File: config.mk
export PLATFORM = sky130hd
export DESIGN_NAME = fp_aligner
export DESIGN_NICKNAME = d
export VERILOG_FILES = /design/src/rtl/fp_aligner_pkg.sv /design/src/rtl/fp_unpack.sv /design/src/rtl/fp_aligner.sv
export SDC_FILE = /design/constraint.sdc
export NUM_CORES = 1
export LEC_CHECK = 0
export ABC_AREA = 1
export CORE_ASPECT_RATIO = 1.75
export CORE_MARGIN = 2
export CORE_UTILIZATION = 52
export DETAILED_ROUTE_END_ITERATION = 8
export GPL_TIMING_DRIVEN = 0
export PLACE_DENSITY = 0.78
export SYNTH_ARGS = -nofsm -noshare
export SYNTH_HDL_FRONTEND = slang
export SYNTH_HIERARCHICAL = 1
export SYNTH_SLANG_ARGS = --single-unit
export TNS_END_PERCENT = 20
File: constraint.sdc
create_clock -name clk -period 4.2 [get_ports clk]
set_clock_uncertainty 0.1 [all_clocks]
set_input_delay 0.42 -clock clk [delete_from_list [all_inputs] [get_ports clk]]
set_output_delay 0.42 -clock clk [all_outputs]
set_load 0.02 [all_outputs]
File: src/rtl/fp_aligner_pkg.sv
// Shared types and constants for the single-precision operand aligner.
// Holds the FSM state encoding, field layout and shift-cap helper.
package fp_aligner_pkg;

  localparam int unsigned WORD_W    = 32;
  localparam int unsigned EXP_W     = 8;
  localparam int unsigned FRAC_W    = 23;
  localparam int unsigned MANT_W    = FRAC_W + 1;
  localparam int unsigned CNT_W     = 5;
  localparam int unsigned SHIFT_CAP = 26;

  localparam logic [EXP_W-1:0] EXP_ALL_ONES = 8'hFF;

  typedef enum logic [1:0] {
    IDLE,
    CMP,
    SHIFT,
    DONE
  } alignState_e;

  typedef struct packed {
    logic              sign;
    logic [EXP_W-1:0]  exponent;
    logic [MANT_W-1:0] mantissa;
    logic              special;
  } fpFields_t;

  // Beyond 26 positions every bit of the significand has already reached sticky.
  function automatic logic [CNT_W-1:0] capShift(input logic [EXP_W-1:0] diff);
    return (diff > EXP_W'(SHIFT_CAP)) ? CNT_W'(SHIFT_CAP) : diff[CNT_W-1:0];
  endfunction

endpackage

File: src/rtl/fp_unpack.sv
// Combinational field extraction for one IEEE-754 single-precision operand.
// Denormals take effective exponent 1 with a zero implicit bit.
module fp_unpack
  import fp_aligner_pkg::*;
(
  input  logic [WORD_W-1:0] op,
  output fpFields_t         fields_c
);

  logic [EXP_W-1:0] expField;

  assign expField = op[WORD_W-2 -: EXP_W];

  always_comb begin
    fields_c.sign    = op[WORD_W-1];
    fields_c.special = (expField == EXP_ALL_ONES);
    if (expField == '0) begin
      fields_c.exponent = EXP_W'(1);
      fields_c.mantissa = {1'b0, op[FRAC_W-1:0]};
    end else begin
      fields_c.exponent = expField;
      fields_c.mantissa = {1'b1, op[FRAC_W-1:0]};
    end
  end

endmodule

File: src/rtl/fp_aligner.sv
// Aligns two single-precision operands for addition: orders them by magnitude and
// right-shifts the smaller significand one bit per cycle, collecting G/R/S.
module fp_aligner
  import fp_aligner_pkg::*;
(
  input  logic              clk,
  input  logic              reset,
  input  logic              in_valid,
  output logic              in_ready,
  input  logic [WORD_W-1:0] opA,
  input  logic [WORD_W-1:0] opB,
  output logic              out_valid,
  input  logic              out_ready,
  output logic [MANT_W-1:0] alignedMantissaA,
  output logic [MANT_W-1:0] alignedMantissaB,
  output logic [EXP_W-1:0]  exponentOut,
  output logic              signA,
  output logic              signB,
  output logic              guardBit,
  output logic              roundBit,
  output logic              stickyBit,
  output logic              swapped,
  output logic              special
);

  alignState_e       state;
  logic [WORD_W-1:0] opAReg;
  logic [WORD_W-1:0] opBReg;
  logic [CNT_W-1:0]  shiftCount;

  fpFields_t fieldA;
  fpFields_t fieldB;
  fpFields_t bigField;
  fpFields_t smallField;
  logic      bLarger;
  logic      anySpecial;
  logic [EXP_W-1:0] expDiff;
  logic [CNT_W-1:0] shiftLoad;

  fp_unpack unpackA (.op(opAReg), .fields_c(fieldA));
  fp_unpack unpackB (.op(opBReg), .fields_c(fieldB));

  // Magnitude ordering: exponent first, significand breaks ties.
  always_comb begin
    bLarger    = {fieldB.exponent, fieldB.mantissa} > {fieldA.exponent, fieldA.mantissa};
    bigField   = bLarger ? fieldB : fieldA;
    smallField = bLarger ? fieldA : fieldB;
    anySpecial = fieldA.special | fieldB.special;
    expDiff    = bigField.exponent - smallField.exponent;
    shiftLoad  = capShift(expDiff);
  end

  always_ff @(posedge clk) begin
    if (reset) begin
      state            <= IDLE;
      in_ready         <= 1'b1;
      out_valid        <= 1'b0;
      opAReg           <= '0;
      opBReg           <= '0;
      shiftCount       <= '0;
      alignedMantissaA <= '0;
      alignedMantissaB <= '0;
      exponentOut      <= '0;
      signA            <= 1'b0;
      signB            <= 1'b0;
      guardBit         <= 1'b0;
      roundBit         <= 1'b0;
      stickyBit        <= 1'b0;
      swapped          <= 1'b0;
      special          <= 1'b0;
    end else begin
      case (state)
        IDLE: begin
          if (in_valid) begin
            opAReg   <= opA;
            opBReg   <= opB;
            in_ready <= 1'b0;
            state    <= CMP;
          end
        end

        CMP: begin
          alignedMantissaA <= bigField.mantissa;
          alignedMantissaB <= smallField.mantissa;
          exponentOut      <= bigField.exponent;
          signA            <= bigField.sign;
          signB            <= smallField.sign;
          swapped          <= bLarger;
          special          <= anySpecial;
          guardBit         <= 1'b0;
          roundBit         <= 1'b0;
          stickyBit        <= 1'b0;
          if (anySpecial || shiftLoad == '0) begin
            shiftCount <= '0;
            state      <= DONE;
          end else begin
            shiftCount <= shiftLoad;
            state      <= SHIFT;
          end
        end

        SHIFT: begin
          alignedMantissaB <= alignedMantissaB >> 1;
          guardBit         <= alignedMantissaB[0];
          roundBit         <= guardBit;
          stickyBit        <= stickyBit | roundBit;
          shiftCount       <= shiftCount - CNT_W'(1);
          if (shiftCount == CNT_W'(1)) begin
            state <= DONE;
          end
        end

        DONE: begin
          // First DONE cycle raises out_valid; the handshake needs it already high.
          if (!out_valid) begin
            out_valid <= 1'b1;
          end else if (out_ready) begin
            out_valid <= 1'b0;
            in_ready  <= 1'b1;
            state     <= IDLE;
          end
        end

        default: begin
          state <= IDLE;
        end
      endcase
    end
  end

endmodule
==> flow_summary.json <==
{
  "run_status": "finished clean",
  "synth_seq_cells": 136,
  "report.final.slew_viol_count": 0,
  "worst_case_headroom_to_the_max_slew_limit_pct": 52.29,
  "grt_antenna_before_repair": 0,
  "placer_congestion": 1.011,
  "cts_made_buffers": 17,
  "period_minus_slack_ns": 3.847,
  "setup.worst_path.class": "reg2reg",
  "num_vias": 7723,
  "post-route-drc-count": 0,
  "final.period_utilization_pct": 91.59,
  "start_kind": "register",
  "path_clk_slew_ns": 0.06,
  "multi_input_comb_area_um2": 3752,
  "clock_tree_from_tritoncts": "built",
  "post-route-worst-setup-slack_ns": 0.3532,
  "antennaDiodeCount": 0,
  "port_buffers": 131,
  "floorplan.rows": 57,
  "critical_path_required_ns": 4.39,
  "final.fill_count": 1263,
  "first_iter_violations": 588,
  "clockRootBuffer": "clkbuf_16",
  "clock-sinks": 136,
  "first_global_vias": 7462,
  "finalSetupViolations": 0,
  "cts.path.max_buffers": 2,
  "core_area_um2": 13980,
  "half_perimeter_wire_length_after_detailed_placement_um": 18620,
  "crit_arrival_ns": 4.04,
  "detailedRoute.firstPassIterationCount": 5,
  "layout.cells.most_common": "nand2_1",
  "setup_tns_ns": 0,
  "sequential_share_of_the_synthesized_area_pct": 36.52,
  "grt_overflow_total": 0,
  "timing.final.hold_violations": 0,
  "synth.yosys.warnings": 6,
  "min-delay-start": "reset",
  "postRouteWirelength_um": 23850,
  "design.die.area_um2": 15350,
  "routed_wire_length_per_instance_um": 16.79,
  "timing.critical_path.fanout_max": 7,
  "clock.fmax_ghz": 0.2600,
  "place_ws_ns": 0.4214,
  "postSynthCellCount": 1080,
  "hold_buffers": 0,
  "most-common-layout-cells": "nand2_1, nor2_1, dfxtp_1",
  "rsz0062_at_grt": "false",
  "detail_route.vias_per_cell": 5.439,
  "maximum_number_of_pins_on_one_net_before_global_route_repair": 17,
  "ir_worst_vdd_mv": 0.4371,
  "globalRouteTotalUtil_pct": 32.66,
  "syn_std_cell_area_um2": 7456,
  "cts-resized-gates": 0,
  "final_core_utilization_pct": 68.70,
  "layout-drive-gt1-share_pct": 9.171,
  "postSynthAreaPerCell_um2": 6.904,
  "sequential_cell_area_um2": 2723,
  "timing.critical_path.from": "opAReg[29]",
  "distinct_cell_type_count_of_the_synthesized_netlist": 35,
  "power.density_cell_area_nw_per_um2": 888.6,
  "p_leak_nw": 4.021,
  "syn2layout_area_growth_pct": 28.80,
  "path_class_of_the_lowest_slack_min_delay_path": "in2reg",
  "pin_count": 133,
  "post_syn_nets": 1187,
  "initial_core_util_pct": 53.34,
  "worstMarginPinSlew_ns": 0.7156,
  "crit-reg2reg-launch": "opAReg[29]",
  "setup.worst_path.end_class": "register",
  "timing.max_cap.violations": 0,
  "final_net_count": 1337,
  "post_cts_buffers": 0,
  "wire_length_of_the_first_global_routing_pass_um": 37660,
  "cts.htree.levels": 4,
  "drt.antenna.violating_nets": 0,
  "clock_latency_ns": 0.43,
  "dieHeight_um": 162.4,
  "die_w_um": 94.52
}
stage by stage:
stage	cell area [um2]	total power [mW]	hold WS, ns	cells
CTS	9603	8.467	0.3083	1420
floorplan	7456	5.290	0.3563	1080
finish	9603	8.533	0.3214	1420
detailed placement	8989	6.871	0.3560	1388
global route	9603	9.167	0.3397	1420
global placement	8989	6.803	0.3527	1388
synthesized netlist by cell type:
library cell	n	area share [%]
nand2_2	9	0.76
o21ai_0	113	7.6
clkbuf_1	67	3.4
nand3b_1	1	0.10
clkinv_1	1	0.050
inv_1	87	4.4
a21oi_2	2	0.23
a31oi_1	25	2.1
nand3_1	51	3.4
o21a_1	1	0.10
nor2_1	161	8.1
xor2_1	1	0.12
a2111oi_0	1	0.12
buf_6	1	0.15
ha_1	39	6.5
o21ai_1	4	0.27
and2_1	1	0.084
nor3_1	5	0.34
nand4_1	10	0.84
nor2_2	9	0.76
nand3_2	2	0.27
nand2_4	2	0.30
dfxtp_1	136	37
a21o_1	1	0.10
buf_2	1	0.067
nand2_1	178	9.0
o211ai_1	28	2.8
a21oi_1	82	5.5
buf_4	48	4.8
buf_1	3	0.15
a211oi_1	1	0.10
inv_2	3	0.15
nand4_2	2	0.34
nor2_4	2	0.30
or2_2	2	0.17
report_power, final:
group	internal, mW	switching, mW
combinational	1.76	3.10
sequential	1.74	0.340
clock	0.951	0.636
total	4.45	4.08
cell families after synthesis:
group	synth area share, %
xor gates and xnor gates	0.1175
adders and majority gates	6.545
buffers and inverters	13.16
AOI/OAI and AO/OA	18.93
and+or+nand+nor	24.74
DFF	36.52
registers in the layout, indices dropped and copies added, names as in the netlist:
signal	cells
shiftCount	5
out_valid	1
roundBit	1
exponentOut	8
stickyBit	1
special	1
opBReg	32
signB	1
in_ready	1
guardBit	1
swapped	1
signA	1
state	2
opAReg	32
alignedMantissaA	24
alignedMantissaB	24
final cells by class:
| type | instances | share of cell area (%) |
|---|---|---|
| buffer | 120 | 6.658 |
| clock buffer | 18 | 4.469 |
| multi-input combinational | 733 | 39.07 |
| clock inverter | 14 | 1.928 |
| inverter | 91 | 3.557 |
| timing repair buffer | 131 | 13.65 |
| tap | 177 | 2.306 |
| sequential | 136 | 28.35 |
metal layers:
| layer | wire length, um | part of all wire [%] | up-vias | track usage [%] |
|---|---|---|---|---|
| met1 | 7847 | 33 | 3508 | 31.44 |
| met2 | 12910 | 54 | 293 | 60.84 |
| met3 | 1187 | 5.0 | 107 | 5.877 |
| met5 | 0 | 0 | - | 0 |
| met4 | 1898 | 8.0 | 0 | 22.53 |
| li1 | - | - | 3815 | - |
final timing paths:
path | to | slack (ns) | cells past startpoint
max | shiftCount[2] | 0.35 | 25
min | alignedMantissaB[3] | 0.32 | 2
max reg2reg | shiftCount[2] | 0.35 | 25
min reg2reg | alignedMantissaA[9] | 0.37 | 2
critical path: stages (launching register included):
cell      delay, ns
dfxtp_1        0.39
clkbuf_1       0.21
inv_1          0.11
ha_1           0.43
nand2_1        0.17
nor2_4         0.16
nand2_1        0.06
nor3_1         0.21
a21oi_1        0.15
nand2_4        0.14
nand2_4        0.10
nand2_2        0.08
nand3_2        0.07
ha_1           0.19
inv_1          0.09
nand2_2        0.07
nand2_1        0.08
nand3b_1       0.10
nand2_1        0.10
nor2_1         0.06
nor2_2         0.17
nand4_2        0.18
nand3_1        0.12
nand2_1        0.05
nand2_1        0.07
a21oi_2        0.04
(Power assumes the default switching activity.)
